File: config.mk
export PLATFORM = sky130hd
export DESIGN_NAME = data_pattern_check
export DESIGN_NICKNAME = d
export VERILOG_FILES = /design/src/rtl/data_pattern_check.sv
export SDC_FILE = /design/constraint.sdc
export NUM_CORES = 1
export LEC_CHECK = 0
export BUFFER_PORTS_ARGS = -buffer_cell sky130_fd_sc_hd__buf_2
export CAP_MARGIN = 40
export CORE_UTILIZATION = 30
export CTS_CLUSTER_DIAMETER = 30
export CTS_CLUSTER_SIZE = 8
export DETAILED_ROUTE_END_ITERATION = 10
export PLACE_DENSITY = 0.47
export RECOVER_POWER = 100
export SYNTH_ARGS = -nofsm -noshare
export SYNTH_HDL_FRONTEND = slang
export SYNTH_SLANG_ARGS = --single-unit
File: constraint.sdc
create_clock -name clk -period 2.7 [get_ports clk]
set_input_delay 0.27 -clock clk [delete_from_list [all_inputs] [get_ports clk]]
set_output_delay 0.27 -clock clk [all_outputs]
set_load 0.005 [all_outputs]
File: src/rtl/data_pattern_check.sv
// Receive-side checker for fval/lval pixel streams (PIX_INC / LINE_INC / FRAME_INC patterns).
// Optional first-mismatch position capture is enabled by defining DATA_PATTERN_CHECK_ERR_POS_EN.
module data_pattern_check #(
    parameter string       CHECK_MODE = "PIX_INC",
    parameter int unsigned DATA_WIDTH = 12,
    parameter int unsigned CNT_WIDTH  = 16
) (
    input  logic                  clk,
    input  logic                  reset_n,
    input  logic                  i_clr,
    input  logic                  i_fval,
    input  logic                  i_lval,
    input  logic [DATA_WIDTH-1:0] iv_din,
    output logic                  o_err,
    output logic                  o_err_sticky,
    output logic [CNT_WIDTH-1:0]  ov_err_cnt,
    output logic [DATA_WIDTH-1:0] ov_first_exp,
    output logic [DATA_WIDTH-1:0] ov_first_act,
    output logic                  o_proto_err,
    output logic [CNT_WIDTH-1:0]  ov_frame_cnt,
    output logic [CNT_WIDTH-1:0]  ov_lines,
    output logic [CNT_WIDTH-1:0]  ov_pixels,
    output logic                  o_frame_done
`ifdef DATA_PATTERN_CHECK_ERR_POS_EN
    ,
    output logic [CNT_WIDTH-1:0]  ov_err_line,
    output logic [CNT_WIDTH-1:0]  ov_err_pix,
    output logic [CNT_WIDTH-1:0]  ov_err_frame
`endif
);

    localparam int unsigned MODE_PIX   = 0;
    localparam int unsigned MODE_LINE  = 1;
    localparam int unsigned MODE_FRAME = 2;
    localparam int unsigned MODE_BAD   = 3;
    localparam int unsigned MODE = (CHECK_MODE == "PIX_INC")   ? MODE_PIX   :
                                   (CHECK_MODE == "LINE_INC")  ? MODE_LINE  :
                                   (CHECK_MODE == "FRAME_INC") ? MODE_FRAME : MODE_BAD;

    // Elaboration-time parameter checks.
    generate
        if (MODE == MODE_BAD) begin : g_bad_mode
            $error("data_pattern_check: CHECK_MODE must be PIX_INC, LINE_INC or FRAME_INC");
        end
        if (DATA_WIDTH < 8 || DATA_WIDTH > 32) begin : g_bad_width
            $error("data_pattern_check: DATA_WIDTH must be 8..32");
        end
        if (MODE == MODE_LINE && DATA_WIDTH < 5) begin : g_bad_line_width
            $error("data_pattern_check: LINE_INC needs DATA_WIDTH >= 5");
        end
    endgenerate

    // Every flop of the checker; reset and i_clr both return it to all-zero.
    typedef struct packed {
        logic                  s1_fval;
        logic                  s1_lval;
        logic [DATA_WIDTH-1:0] s1_din;
        logic                  prev_fval;
        logic                  prev_lv;
        logic [CNT_WIDTH-1:0]  pix_cnt;
        logic [CNT_WIDTH-1:0]  line_cnt;
        logic [CNT_WIDTH-1:0]  last_pix;
        logic [DATA_WIDTH-1:0] pix_exp;
        logic [DATA_WIDTH-1:0] frame_val;
        logic                  seeded;
        logic                  err;
        logic                  err_sticky;
        logic [CNT_WIDTH-1:0]  err_cnt;
        logic [DATA_WIDTH-1:0] first_exp;
        logic [DATA_WIDTH-1:0] first_act;
        logic                  proto_err;
        logic [CNT_WIDTH-1:0]  frame_cnt;
        logic [CNT_WIDTH-1:0]  lines;
        logic [CNT_WIDTH-1:0]  pixels;
        logic                  frame_done;
`ifdef DATA_PATTERN_CHECK_ERR_POS_EN
        logic [CNT_WIDTH-1:0]  err_line;
        logic [CNT_WIDTH-1:0]  err_pix;
        logic [CNT_WIDTH-1:0]  err_frame;
`endif
    } state_t;

    state_t st;
    state_t st_n;

    logic                  lv_c;
    logic                  lv_rise_c;
    logic                  lv_fall_c;
    logic                  fval_fall_c;
    logic                  seed_c;
    logic                  mismatch_c;
    logic [CNT_WIDTH-1:0]  cur_pix_c;
    logic [DATA_WIDTH-1:0] exp_c;

    // Stage-2 decode: edges, current pixel index, expected value and compare.
    always_comb begin
        lv_c        = st.s1_fval & st.s1_lval;
        lv_rise_c   = lv_c & ~st.prev_lv;
        lv_fall_c   = st.prev_lv & ~lv_c;
        fval_fall_c = st.prev_fval & ~st.s1_fval;
        cur_pix_c   = lv_rise_c ? '0 : st.pix_cnt;
        if (MODE == MODE_LINE) begin
            exp_c = (DATA_WIDTH'(st.line_cnt) << 4) | DATA_WIDTH'(cur_pix_c[3:0]);
        end else if (MODE == MODE_FRAME) begin
            exp_c = st.frame_val;
        end else begin
            exp_c = st.pix_exp;
        end
        seed_c     = (MODE == MODE_FRAME) && lv_c && !st.seeded;
        mismatch_c = lv_c && !seed_c && (st.s1_din != exp_c);
    end

    // Next-state: stage-1 capture, error/geometry reporting and tracking.
    always_comb begin
        st_n = st;

        st_n.s1_fval    = i_fval;
        st_n.s1_lval    = i_lval;
        st_n.s1_din     = iv_din;
        st_n.prev_fval  = st.s1_fval;
        st_n.prev_lv    = lv_c;
        st_n.err        = mismatch_c;
        st_n.proto_err  = st.proto_err | (st.s1_lval & ~st.s1_fval);
        st_n.frame_done = fval_fall_c;

        if (mismatch_c) begin
            st_n.err_sticky = 1'b1;
            if (st.err_cnt != '1) begin
                st_n.err_cnt = st.err_cnt + CNT_WIDTH'(1);
            end
            if (!st.err_sticky) begin
                st_n.first_exp = exp_c;
                st_n.first_act = st.s1_din;
`ifdef DATA_PATTERN_CHECK_ERR_POS_EN
                st_n.err_line  = st.line_cnt;
                st_n.err_pix   = cur_pix_c;
                st_n.err_frame = st.frame_cnt;
`endif
            end
        end

        // A line still open at the fval fall counts as the frame's final line.
        if (fval_fall_c) begin
            st_n.frame_cnt = st.frame_cnt + CNT_WIDTH'(1);
            st_n.lines     = st.line_cnt + CNT_WIDTH'(st.prev_lv);
            st_n.pixels    = st.prev_lv ? st.pix_cnt : st.last_pix;
        end

        if (!st.s1_fval) begin
            st_n.pix_cnt  = '0;
            st_n.line_cnt = '0;
            st_n.last_pix = '0;
            st_n.pix_exp  = '0;
        end else begin
            if (lv_c) begin
                st_n.pix_cnt = cur_pix_c + CNT_WIDTH'(1);
                st_n.pix_exp = st.pix_exp + DATA_WIDTH'(1);
            end
            if (lv_fall_c) begin
                st_n.line_cnt = st.line_cnt + CNT_WIDTH'(1);
                st_n.last_pix = st.pix_cnt;
            end
        end

        // FRAME_INC advances once per frame after seeding, match or not.
        if (seed_c) begin
            st_n.frame_val = st.s1_din;
            st_n.seeded    = 1'b1;
        end else if (fval_fall_c && st.seeded) begin
            st_n.frame_val = st.frame_val + DATA_WIDTH'(1);
        end

        if (i_clr) begin
            st_n = '0;
        end
    end

    always_ff @(posedge clk or negedge reset_n) begin
        if (!reset_n) begin
            st <= '0;
        end else begin
            st <= st_n;
        end
    end

    assign o_err        = st.err;
    assign o_err_sticky = st.err_sticky;
    assign ov_err_cnt   = st.err_cnt;
    assign ov_first_exp = st.first_exp;
    assign ov_first_act = st.first_act;
    assign o_proto_err  = st.proto_err;
    assign ov_frame_cnt = st.frame_cnt;
    assign ov_lines     = st.lines;
    assign ov_pixels    = st.pixels;
    assign o_frame_done = st.frame_done;
`ifdef DATA_PATTERN_CHECK_ERR_POS_EN
    assign ov_err_line  = st.err_line;
    assign ov_err_pix   = st.err_pix;
    assign ov_err_frame = st.err_frame;
`endif

endmodule

# Word level (Yosys, flattened, before mapping)
# Index checks and enable logic that the tools add are counted.
dict set report classes {
  eq_ne 5
  n_bitwise 9
  reduce_logical 6
  n_addsub 6
  n_mux 11
}
# cell count
set ops {}
lappend ops {{$mux W181} 1}
lappend ops {{$add A16 B1 Y16 const B} 4}
lappend ops {{$mux W16} 4}
lappend ops {{$mux W60} 1}
lappend ops {{$mux W48} 1}
lappend ops {{$mux W41} 1}
lappend ops {{$mux W32} 1}
lappend ops {{$mux W24} 1}
lappend ops {{$add A16 B1 Y16} 1}
lappend ops {{$ne A16 B16 Y1 const B} 1}
lappend ops {{$add A12 B1 Y12 const B} 1}
lappend ops {{$mux W12} 1}
lappend ops {{$ne A12 B12 Y1} 1}
lappend ops {{$ne A3 B2 Y1 const B} 2}
lappend ops {{$reduce_bool A2 Y1} 3}
lappend ops {{$and A1 B1 Y1} 5}
lappend ops {{$reduce_and A2 Y1} 2}
lappend ops {{$not A1 Y1} 3}
lappend ops {{$ne A2 B2 Y1 const B} 1}
lappend ops {{$logic_and A1 B1 Y1} 1}
lappend ops {{$or A1 B1 Y1} 1}
dict set report totals {
  in_bits 17
  regBits 168
  wordCells 56
  output_inout_bits 92
}

# Depth between registers and ports, before layout
# Gate-level depths: netlist of the first run.
dict set report logic_depth {
  word_depth 7
  mapped_depth 8
  mapped_depth_nobuf 6
}

# Worst setup path after synthesis of the first run
# Ideal clock, no wire load.
dict set report synth_path {
  path_type {flip-flop to flip-flop}
  from {register st (netlist bit ov_err_cnt[0])}
  to {register st (netlist bit ov_err_cnt[3])}
  required_time_ns 2.575
  path_buffers 0
  path_slack_ns 0.793
  t_arrival_ns 1.782
  setup_ns 0.125
  stages_incl_launch_ff 7
  path_cell_list {dfrtp_1 -> ha_1 -> nand3_1 -> nor2_1 -> and3_1 -> a2111oi_0 -> mux2_2}
}
dict set report synth_between {
  elab_chain_cells 4
  word_cells_on_any_way 7
  cone_classes {add/sub: 1; eq/ne: 1; mux: 3; reduce/logical: 2}
}
# item line_no
set synth_lines {}
lappend synth_lines {{start: declaration} 83} ;# state_t st;
lappend synth_lines {{start signal: assignment} 182} ;# st <= st_n;
lappend synth_lines {{$add A16 B1 Y16} 129} ;# st_n.err_cnt = st.err_cnt + CNT_WIDTH'(1);
lappend synth_lines {{$mux W16} 128} ;# if (st.err_cnt != '1) begin
lappend synth_lines {{$mux W41} 126} ;# if (mismatch_c) begin
lappend synth_lines {{$mux W181} 173} ;# if (i_clr) begin
# Several ways; a longest one is shown, not always the timed one. The select of a mux whose other input is x is not followed.
# A chain may end at the register's enable or synchronous reset.

# Worst setup path in the final report of the first run
dict set report layout_path {
  from {register st[180] (netlist name)}
  to {register st (netlist bit ov_first_exp[1])}
}
dict set report layout_between {
  elab_chain_cells 4
}
# item line_no
set layout_lines {}
lappend layout_lines {{$and A1 B1 Y1} 97} ;# lv_c = st.s1_fval & st.s1_lval;
lappend layout_lines {{$logic_and A1 B1 Y1} 110} ;# mismatch_c = lv_c && !seed_c && (st.s1_din != exp_c);
lappend layout_lines {{$reduce_bool A2 Y1 (no source line)} --}
lappend layout_lines {{$reduce_and A2 Y1 (no source line)} --}
# No other way between the ends.

==> results of run 1 <==
## power by group through the flow
stage	Sequential, mW	Clock (mW)	Combinational, mW
2_1_floorplan	2.62	0	0.163
3_3_place_gp	2.63	0	0.277
3_5_place_dp	2.63	0	0.277
4_1_cts	2.58	2.62	0.279
5_1_grt	2.59	2.72	0.296
6_report	2.58	2.56	0.259
## layout make-up
cell class / instances / share of cell area [%]
clock buffer: 17 / 4.552
inverter: 12 / 0.4819
timing repair buffer: 130 / 6.680
sequential: 168 / 44.98
clock inverter: 15 / 2.155
multi-input combinational: 559 / 36.09
tap: 378 / 5.060
## metal layers
layer  GRT usage [%]  wire length [um]
met2           22.36              9310
met3           2.683               643
met5               0                 0
met1           20.33             10030
met4           4.269               259
## cells in the final DEF (no fill, tap or decap), types with 6 or more instances in the layout
cell type | netlist | final
clkbuf_16 | 0 | 17
buf_4 | 89 | 13
xor2_1 | 20 | 20
mux2i_1 | 16 | 16
ha_1 | 6 | 6
and3_1 | 7 | 7
or3_1 | 17 | 17
o31ai_1 | 6 | 6
xnor2_1 | 34 | 34
nand3_1 | 26 | 27
nand4_1 | 21 | 21
dfrtp_1 | 168 | 168
a22o_1 | 24 | 24
nor2_1 | 83 | 83
a211oi_1 | 21 | 22
or4_1 | 6 | 7
o21ai_0 | 39 | 39
inv_1 | 11 | 12
a21oi_1 | 68 | 68
clkbuf_1 | 24 | 63
clkinv_8 | 0 | 8
nor2b_1 | 23 | 22
a31oi_1 | 7 | 7
buf_2 | 13 | 48
nand2_1 | 76 | 76
nor3_1 | 5 | 7
## cell families after synthesis
logic type / count (synthesis) / share of synthesized area (%)
simple gates: 298 / 17.77
xor+xnor: 54 / 5.541
buf+inv: 151 / 10.83
fa+ha+maj: 6 / 0.8795
flops: 168 / 49.25
mux: 20 / 2.448
compound gates: 181 / 13.28
## state kept, by name (all words and copies together), names as in the netlist
register and count:
st 64, ov_err_cnt 16, ov_frame_cnt 16, ov_lines 16
ov_pixels 16, exp_c 12, ov_first_act 12, ov_first_exp 12
o_err 1, o_err_sticky 1, o_frame_done 1, o_proto_err 1
## worst paths after layout
| kind | from | end | slack (ns) | cells after the start |
|---|---|---|---|---|
| setup / recovery | st[180] | ov_first_exp[1] | 0.46 | 6 |
| hold / removal | iv_din[4] | st[171] | 0.04 | 2 |
| setup reg to reg | st[180] | ov_first_exp[1] | 0.46 | 6 |
| hold reg to reg | ov_first_act[2] | ov_first_act[2] | 0.51 | 1 |
| max in group asynchronous | reset_n | st[173] | 0.58 | 3 |
| min in group asynchronous | reset_n | ov_pixels[9] | 0.84 | 2 |
## per-stage QoR
stage	setup WS, ns	area (um^2)	hold slack (ns)	power, mW	util [%]
4_1_cts	0.5670	9493	0.02705	5.486	34.08
3_5_place_dp	0.5790	8856	0.3320	2.910	31.79
2_1_floorplan	0.7935	8536	-0.02559	2.782	-
3_3_place_gp	0.6349	8856	0.3280	2.909	31.79
5_1_grt	0.2111	9346	0.02826	5.604	33.55
6_report	0.4644	9346	0.04100	5.399	33.55
## critical path, cell delays in order (launching register included)
cell      delay [ns]
dfrtp_1         0.56
nand2b_1        0.46
inv_1           0.22
nand2_1         0.18
nor3_1          0.24
buf_4           0.31
a22o_1          0.18
==> impl_metrics.yaml, run 1 <==
outcome:
  outcome: "finished, violations left"
  violations: "max-capacitance violations, max-slew violations"
clock_network:
  ctsResizeCount: 0
  cts.sinks: 168
  clock_path_buffers: 2
  post-cts-setup-buffers: 0
  cts-root-buf: "clkbuf_16"
  cts_tree: "yes"
  clkTransAtPathRegs_ns: 0.09
  hold_buffers: 1
  htreeDepth: 4
  cts_buffers: 17
  worstSkewPairLatency_ns: 0.44
sta:
  rsz0062_at_grt: "no"
  fin_skew_ns: 0.01902
  hold_viol_final: 0
  finalSetupViolCount: 0
  period_minus_slack_ns: 2.236
  relSlewSlack_pct: -14.51
  fmax_mhz: 447.3
  worst_slew_pin_slew_ns: 1.718
  period_share_pct: 82.80
  slew_violations: 62
  setup-tns-final_ns: 0
setup_path:
  crit_path_end_kind: "register"
  crit_type: "register to register"
  start_kind: "register"
  worstPathMaxFanout: 24
  crit_required_ns: 3.07
  cp_data_arrival_time_ns: 2.61
placed_design:
  io_buffers: 108
  gp_congestion: 0.7495
  place_hpwl_um: 13420
  dp.cells: 1246
yosys:
  synth_fp_nets: 901
  yosysMostFrequentCell: "dfrtp_1"
  synth-edff-count: 0
  postSynthAreaPerCell_um2: 9.722
  ys.flop_type: "dfrtp_1"
  synth_area_leaders: "dfrtp_1 49%, buf_4 7.8%, a21oi_1 4.0%, nor2_1 3.6%, xnor2_1 3.5%"
  synth_cell_types: 61
  ys_top_cells_by_count: "168 x dfrtp_1, 89 x buf_4, 83 x nor2_1"
  ys_warn_count: 0
  ys_seq_area_share_pct: 49.25
  netlist_area_mm2: 0.008536
  synthArstFlopShare_pct: 100.0
  netlist.area_leader.share_pct: 49.25
  yosys.area.top_type: "dfrtp_1"
  synth-seq-cells: 168
  synthCells: 878
pwr:
  seqPwrFrac_pct: 47.8
  combPwrFrac_pct: 4.8
  power_frac_clock_pct: 47.4
  p_int_mw: 3.902
  p_sw_mw: 1.497
  swShare_pct: 27.73
  power.leakage_nw: 3.784
  p_per_area_mw_per_mm2: 577.6
  vdd_ir_drop_max_mv: 0.3703
finish:
  multi_input_area_mm2: 0.003373
  final_nets: 911
  fillCellCount: 2895
  ff_latch_area_mm2: 0.004204
  n_antenna_cell: 0
  layout-drive-gt1-share_pct: 11.76
  fin_cells: 1279
  areaGrowthSynthToFinish_pct: 9.499
route:
  first_iter_violations: 445
  routed-via-count: 6171
  dr.pass1.iters: 4
  avgViaCountPerCell: 4.825
  wire_per_inst_um: 15.82
  postRouteAntennaNets: 0
  route.detailed.drc: 0
  routed_wl_um: 20240
global_route:
  grt_first_pass_wirelength_um: 32860
  antenna_found_initial: 0
  gr-total-overflow: 0
  grt_max_degree: 63
  grt_pass1_vias: 5894
  grtUsageTotal_pct: 14.43
die:
  initial_utilization_pct: 30.64
  die_w_um: 170.7
  ioPinCount: 109
  dieArea_mm2: 0.02913
  die_y_um: 170.7
  core.rowCount: 61
  core_mm2: 0.02786
worst_hold_path:
  hold_path.class: "input port to register"
flow_run:
  cap_violations: 1
Power figures use the tool's default switching activity.
==> run 2, diff against run 1 <==
--- a/config.mk
+++ b/config.mk
@@ -11,7 +11,7 @@
 export CTS_CLUSTER_DIAMETER = 30
 export CTS_CLUSTER_SIZE = 8
 export DETAILED_ROUTE_END_ITERATION = 10
-export PLACE_DENSITY = 0.47
+export PLACE_DENSITY = 0.49
 export RECOVER_POWER = 100
 export SYNTH_ARGS = -nofsm -noshare
 export SYNTH_HDL_FRONTEND = slang
==> constraint.sdc (replaced) <==
create_clock -name clk -period 1.9 [get_ports clk]
set_input_delay 0.19 -clock clk [delete_from_list [all_inputs] [get_ports clk]]
set_output_delay 0.19 -clock clk [all_outputs]
set_load 0.005 [all_outputs]
==> impl_metrics.yaml, run 2 (same netlist as run 1, synthesis figures left out) <==
die:
  die_w_um: 170.7
  core_mm2: 0.02786
  initial_utilization_pct: 30.64
  ioPinCount: 109
  core.rowCount: 61
  die_y_um: 170.7
  dieArea_mm2: 0.02913
clock_network:
  cts_buffers: 17
  htreeDepth: 4
  clock_path_buffers: 2
  worstSkewPairLatency_ns: 0.44
  cts-root-buf: "clkbuf_16"
  clkTransAtPathRegs_ns: 0.08
  cts.sinks: 168
  cts_tree: "yes"
sta:
  rsz0062_at_grt: "yes"
  hold_viol_final: 0
  fin_hold_ws_ns: 0.01127
  worst_slew_pin_slew_ns: 1.226
  relSlewSlack_pct: 18.28
  fmax_mhz: 529.7
  period_minus_slack_ns: 1.888
  finalSetupViolCount: 0
  fin_skew_ns: 0.01419
  slew_violations: 0
  period_share_pct: 99.36
setup_path:
  worstPathMaxFanout: 5
  crit_type: "register to register"
  rrSetupSlack_ns: 0.01
  start_kind: "register"
  crit_path_end_kind: "register"
  worstPathCellList: "nand4_1, or4_4, and4bb_4, mux2_4"
  critPathMaxStageDelay_ns: 0.64
  cpMaxStageDelayCell: "or4_4"
  crit_required_ns: 2.22
  cp_data_arrival_time_ns: 2.21
route:
  postRouteAntennaNets: 0
  dr.pass1.iters: 4
  first_iter_violations: 531
  route.detailed.drc: 0
  routed-via-count: 6426
  wire_per_inst_um: 15.71
  routed_wl_um: 21200
  avgViaCountPerCell: 4.764
finish:
  areaGrowthSynthToFinish_pct: 17.27
  regMostFlops: "st"
  final_nets: 981
  final_util_pct: 35.93
  n_antenna_cell: 0
  largest_reg_flops: 64
  final_common_cell: "dfrtp_1"
  fillCellCount: 2866
  layout-drive-gt1-share_pct: 18.02
  layout_common_cells: "168 x dfrtp_1, 82 x nor2_1, 76 x nand2_1, 71 x clkbuf_1, 68 x a21oi_1"
global_route:
  antenna_found_initial: 0
  grt_first_pass_wirelength_um: 34000
  grt_max_degree: 45
  gr-total-overflow: 0
  grt_pass1_vias: 6229
  grtUsageTotal_pct: 14.91
worst_hold_path:
  hold_path.class: "input port to register"
pwr:
  vdd_ir_drop_max_mv: 0.4886
  power.leakage_nw: 4.148
  p_per_area_mw_per_mm2: 763.9
placed_design:
  io_buffers: 108
  gp_congestion: 0.7793
  place_hpwl_um: 14030
outcome:
  outcome: "finished clean"
flow_run:
  cap_violations: 0
==> run 2: cell types whose count changed in the layout (fill, tap and decap cells not counted), sizes merged <==
| cell | before | now |
|---|---|---|
| dlygate4sd3 | 1 | 12 |
| clkinv | 9 | 5 |
| clkbuf | 84 | 96 |
| inv | 18 | 22 |
| buf | 62 | 108 |
| or4 | 7 | 8 |
==> run 2: repair_timing <==
action	4_1_cts	5_1_grt
hold buffers	11	1
setup buffers	0	8
hold endpoints to repair	50	1
setup endpoints to repair	0	43
gates resized for setup	0	12
==> run 2: through the flow <==
step	area, um^2	power (mW)	worst slack (ns)	setup TNS (ns)	cells
global route	10010	7.939	-0.08264	-1.084	1349
detailed placement	9298	4.164	0.006396	0	1293
global placement	9298	4.166	0.01825	0	1293
finish	10010	7.646	0.01216	0	1349
floorplan	8537	3.954	0.01301	0	878
CTS	10000	7.746	0.002006	0	1336
==> run 2: final timing paths <==
kind                                       from               to  cells after the start
worst max-delay path              ov_err_cnt[7]    ov_err_cnt[6]                      4
worst min-delay path                     i_fval          st[180]                      2
worst max register to register    ov_err_cnt[7]    ov_err_cnt[6]                      4
worst min register to register  ov_first_exp[7]  ov_first_exp[7]                      1
max in group asynchronous               reset_n          st[160]                      3
min in group asynchronous               reset_n     ov_pixels[5]                      2
==> run 2: cell type report <==
class | instances | area (um^2) | area share (%)
multi-input cells | 560 | 3478 | 34.75
repair buffers | 199 | 1212 | 12.11
clock buffers | 17 | 425.4 | 4.250
inverters | 12 | 45.04 | 0.4500
flip-flops and latches | 168 | 4204 | 42.00
well taps | 378 | 473.0 | 4.725
clock inverters | 15 | 171.4 | 1.712
==> run 2: where the power goes <==
part	internal (mW)	switching (mW)	total (mW)	leakage, nW
combinational	0.161	0.284	0.445	1.53
sequential	3.63	0.0378	3.66	2.32
clock	1.79	1.75	3.54	0.294
total	5.57	2.07	7.65	4.15
==> run 2: routing by layer <==
metal	routed length, um	global-route usage, %	vias up
met1	10480	20.90	3163
li1	-	-	3150
met3	650	3.053	14
met4	173	3.878	0
met5	0	0	-
met2	9888	23.28	99
==> run 2: critical path, delay by kind of cell (launching register included) <==
family	cells	cell delay [ns]
muxes	1	0.29
DFF	1	0.37
and+or+nand+nor	3	1.12
==> run 3, diff against run 2 <==
--- a/config.mk
+++ b/config.mk
@@ -8,11 +8,13 @@
 export BUFFER_PORTS_ARGS = -buffer_cell sky130_fd_sc_hd__buf_2
 export CAP_MARGIN = 40
 export CORE_UTILIZATION = 30
-export CTS_CLUSTER_DIAMETER = 30
+export CTS_BUF_LIST = sky130_fd_sc_hd__clkbuf_4
+export CTS_CLUSTER_DIAMETER = 200
 export CTS_CLUSTER_SIZE = 8
 export DETAILED_ROUTE_END_ITERATION = 10
 export PLACE_DENSITY = 0.49
 export RECOVER_POWER = 100
+export SLEW_MARGIN = 10
 export SYNTH_ARGS = -nofsm -noshare
 export SYNTH_HDL_FRONTEND = slang
 export SYNTH_SLANG_ARGS = --single-unit
==> impl_metrics.yaml, run 3 (same netlist as run 1, synthesis figures left out) <==
clock_network:
  clkTransAtPathRegs_ns: 0.20
  cts_buffers: 17
  worstSkewPairLatency_ns: 0.59
  clock_path_buffers: 2
  cts-root-buf: "clkbuf_4"
  htreeDepth: 4
  cts.sinks: 168
  cts_tree: "yes"
sta:
  fin_skew_ns: 0.03694
  slew_violations: 0
  period_minus_slack_ns: 1.859
  finalSetupViolCount: 0
  setup_ws_ns: 0.04058
  hold_viol_final: 0
  period_share_pct: 97.86
  worst_slew_pin_slew_ns: 1.260
  relSlewSlack_pct: 16.01
  fmax_mhz: 537.8
  rsz0062_at_grt: "yes"
die:
  initial_utilization_pct: 30.64
  dieArea_mm2: 0.02913
  die_w_um: 170.7
  core_mm2: 0.02786
  ioPinCount: 109
  core.rowCount: 61
  die_y_um: 170.7
pwr:
  p_per_area_mw_per_mm2: 640.8
  total_power_mw: 6.334
  power_frac_clock_pct: 34.8
  vdd_ir_drop_max_mv: 0.3492
  power.leakage_nw: 4.198
  seqPwrFrac_pct: 57.9
  swShare_pct: 30.00
  p_int_mw: 4.433
  combPwrFrac_pct: 7.3
  p_sw_mw: 1.900
setup_path:
  cp_data_arrival_time_ns: 2.35
  crit_required_ns: 2.39
  worstPathMaxFanout: 5
  crit_path_end_kind: "register"
  worstPathCellList: "nand4_1, or4_4, and4bb_4, mux2_4"
  cpMaxStageDelayCell: "or4_4"
  crit_type: "register to register"
  critPathMaxStageDelay_ns: 0.63
  start_kind: "register"
route:
  routed-via-count: 6516
  wire_per_inst_um: 15.63
  postRouteAntennaNets: 0
  dr.pass1.iters: 4
  first_iter_violations: 511
  topRoutingLayerUsed: "met4"
  wl_met1_um: 10420
  met3_length_um: 739
  avgViaCountPerCell: 4.802
  route.detailed.drc: 0
  route.met2.wl_um: 9869
  routed_wl_um: 21210
flow_run:
  cap_violations: 0
global_route:
  antenna_found_initial: 1
  grt_max_degree: 45
  grt_first_pass_wirelength_um: 33900
  grt_pass1_vias: 6234
  grtUsageTotal_pct: 14.84
  gr-total-overflow: 0
finish:
  layout_common_cells: "167 x dfrtp_1, 83 x nor2_1, 76 x nand2_1, 74 x buf_2, 67 x buf_4"
  largest_reg_flops: 64
  final_common_cell: "dfrtp_1"
  layout-drive-gt1-share_pct: 22.01
  areaGrowthSynthToFinish_pct: 15.80
  fin_cells: 1357
  regMostFlops: "st"
  final_nets: 987
  design_area_mm2: 0.009884
placed_design:
  placed_area_mm2: 0.009298
  place_hpwl_um: 14030
  place_ws_ns: 0.006396
  io_buffers: 108
  dp.cells: 1293
  gp_congestion: 0.7793
outcome:
  outcome: "finished clean"
worst_hold_path:
  hold_path.class: "input port to register"
-- run 3: changes by cell type in the layout (fill, tap and decap cells not counted), sizes merged --
cell	before	now
dlygate4sd3	12	16
buf	108	147
diode	0	2
clkbuf	96	59
-- run 3: metrics by stage --
step | TNS (ns) | util (%) | hold slack [ns]
floorplan | 0 | - | -0.1056
global placement | 0 | 33.38 | 0.1737
detailed placement | 0 | 33.38 | 0.1732
CTS | 0 | 35.05 | 0.06623
global route | -0.9018 | 35.48 | 0.3049
finish | 0 | 35.48 | 0.3469
-- run 3: metal layers --
metal,vias to the layer above,GRT usage [%]
li1,3169,-
met1,3216,20.79
met2,117,23.41
met3,14,2.915
met4,0,3.525
met5,-,0
-- run 3: final cells by class --
| class | count | area, um^2 |
|---|---|---|
| Sequential cell | 168 | 4205 |
| Antenna cell | 2 | 5.005 |
| Inverter | 12 | 45.04 |
| Tap cell | 378 | 473.0 |
| Clock inverter | 15 | 171.4 |
| Clock buffer | 17 | 127.6 |
| Timing Repair Buffer | 205 | 1369 |
| Multi-Input combinational cell | 560 | 3488 |
| Fill cell | 2847 | 17970 |
-- run 3: path summary, 6_finish.rpt --
path	from	end	slack (ns)	cells after the start
worst max register to register	ov_err_cnt[7]	ov_err_cnt[6]	0.04	4
worst max-delay path	ov_err_cnt[7]	ov_err_cnt[6]	0.04	4
worst min-delay path	iv_din[9]	st[176]	0.35	3
worst min register to register	st[178]	ov_first_act[11]	0.52	1
max in group asynchronous	reset_n	st[139]	0.25	3
min in group asynchronous	reset_n	ov_first_exp[8]	0.39	2
-- run 3: power by group through the flow --
stage / sequential (mW) / combinational [mW] / clock (mW)
2_1_floorplan: 3.72 / 0.231 / 0
3_3_place_gp: 3.73 / 0.434 / 0
5_1_grt: 3.68 / 0.519 / 2.43
6_report: 3.67 / 0.460 / 2.21
3_5_place_dp: 3.73 / 0.432 / 0
4_1_cts: 3.67 / 0.461 / 2.30
-- run 3: critical path, delay by kind of cell (launching register included) --
| kind | cells | cell delay (ns) |
|---|---|---|
| flops | 1 | 0.41 |
| mux | 1 | 0.29 |
| simple gates | 3 | 1.08 |
-- run 3: what timing repair did --
action	CTS	global route
cloned	0	4
hold buffers	16	0
resized for setup	0	16
endpoints found under the setup margin	2	45
setup buffers	1	9
pin swaps	0	11
endpoints found under the hold margin	186	0
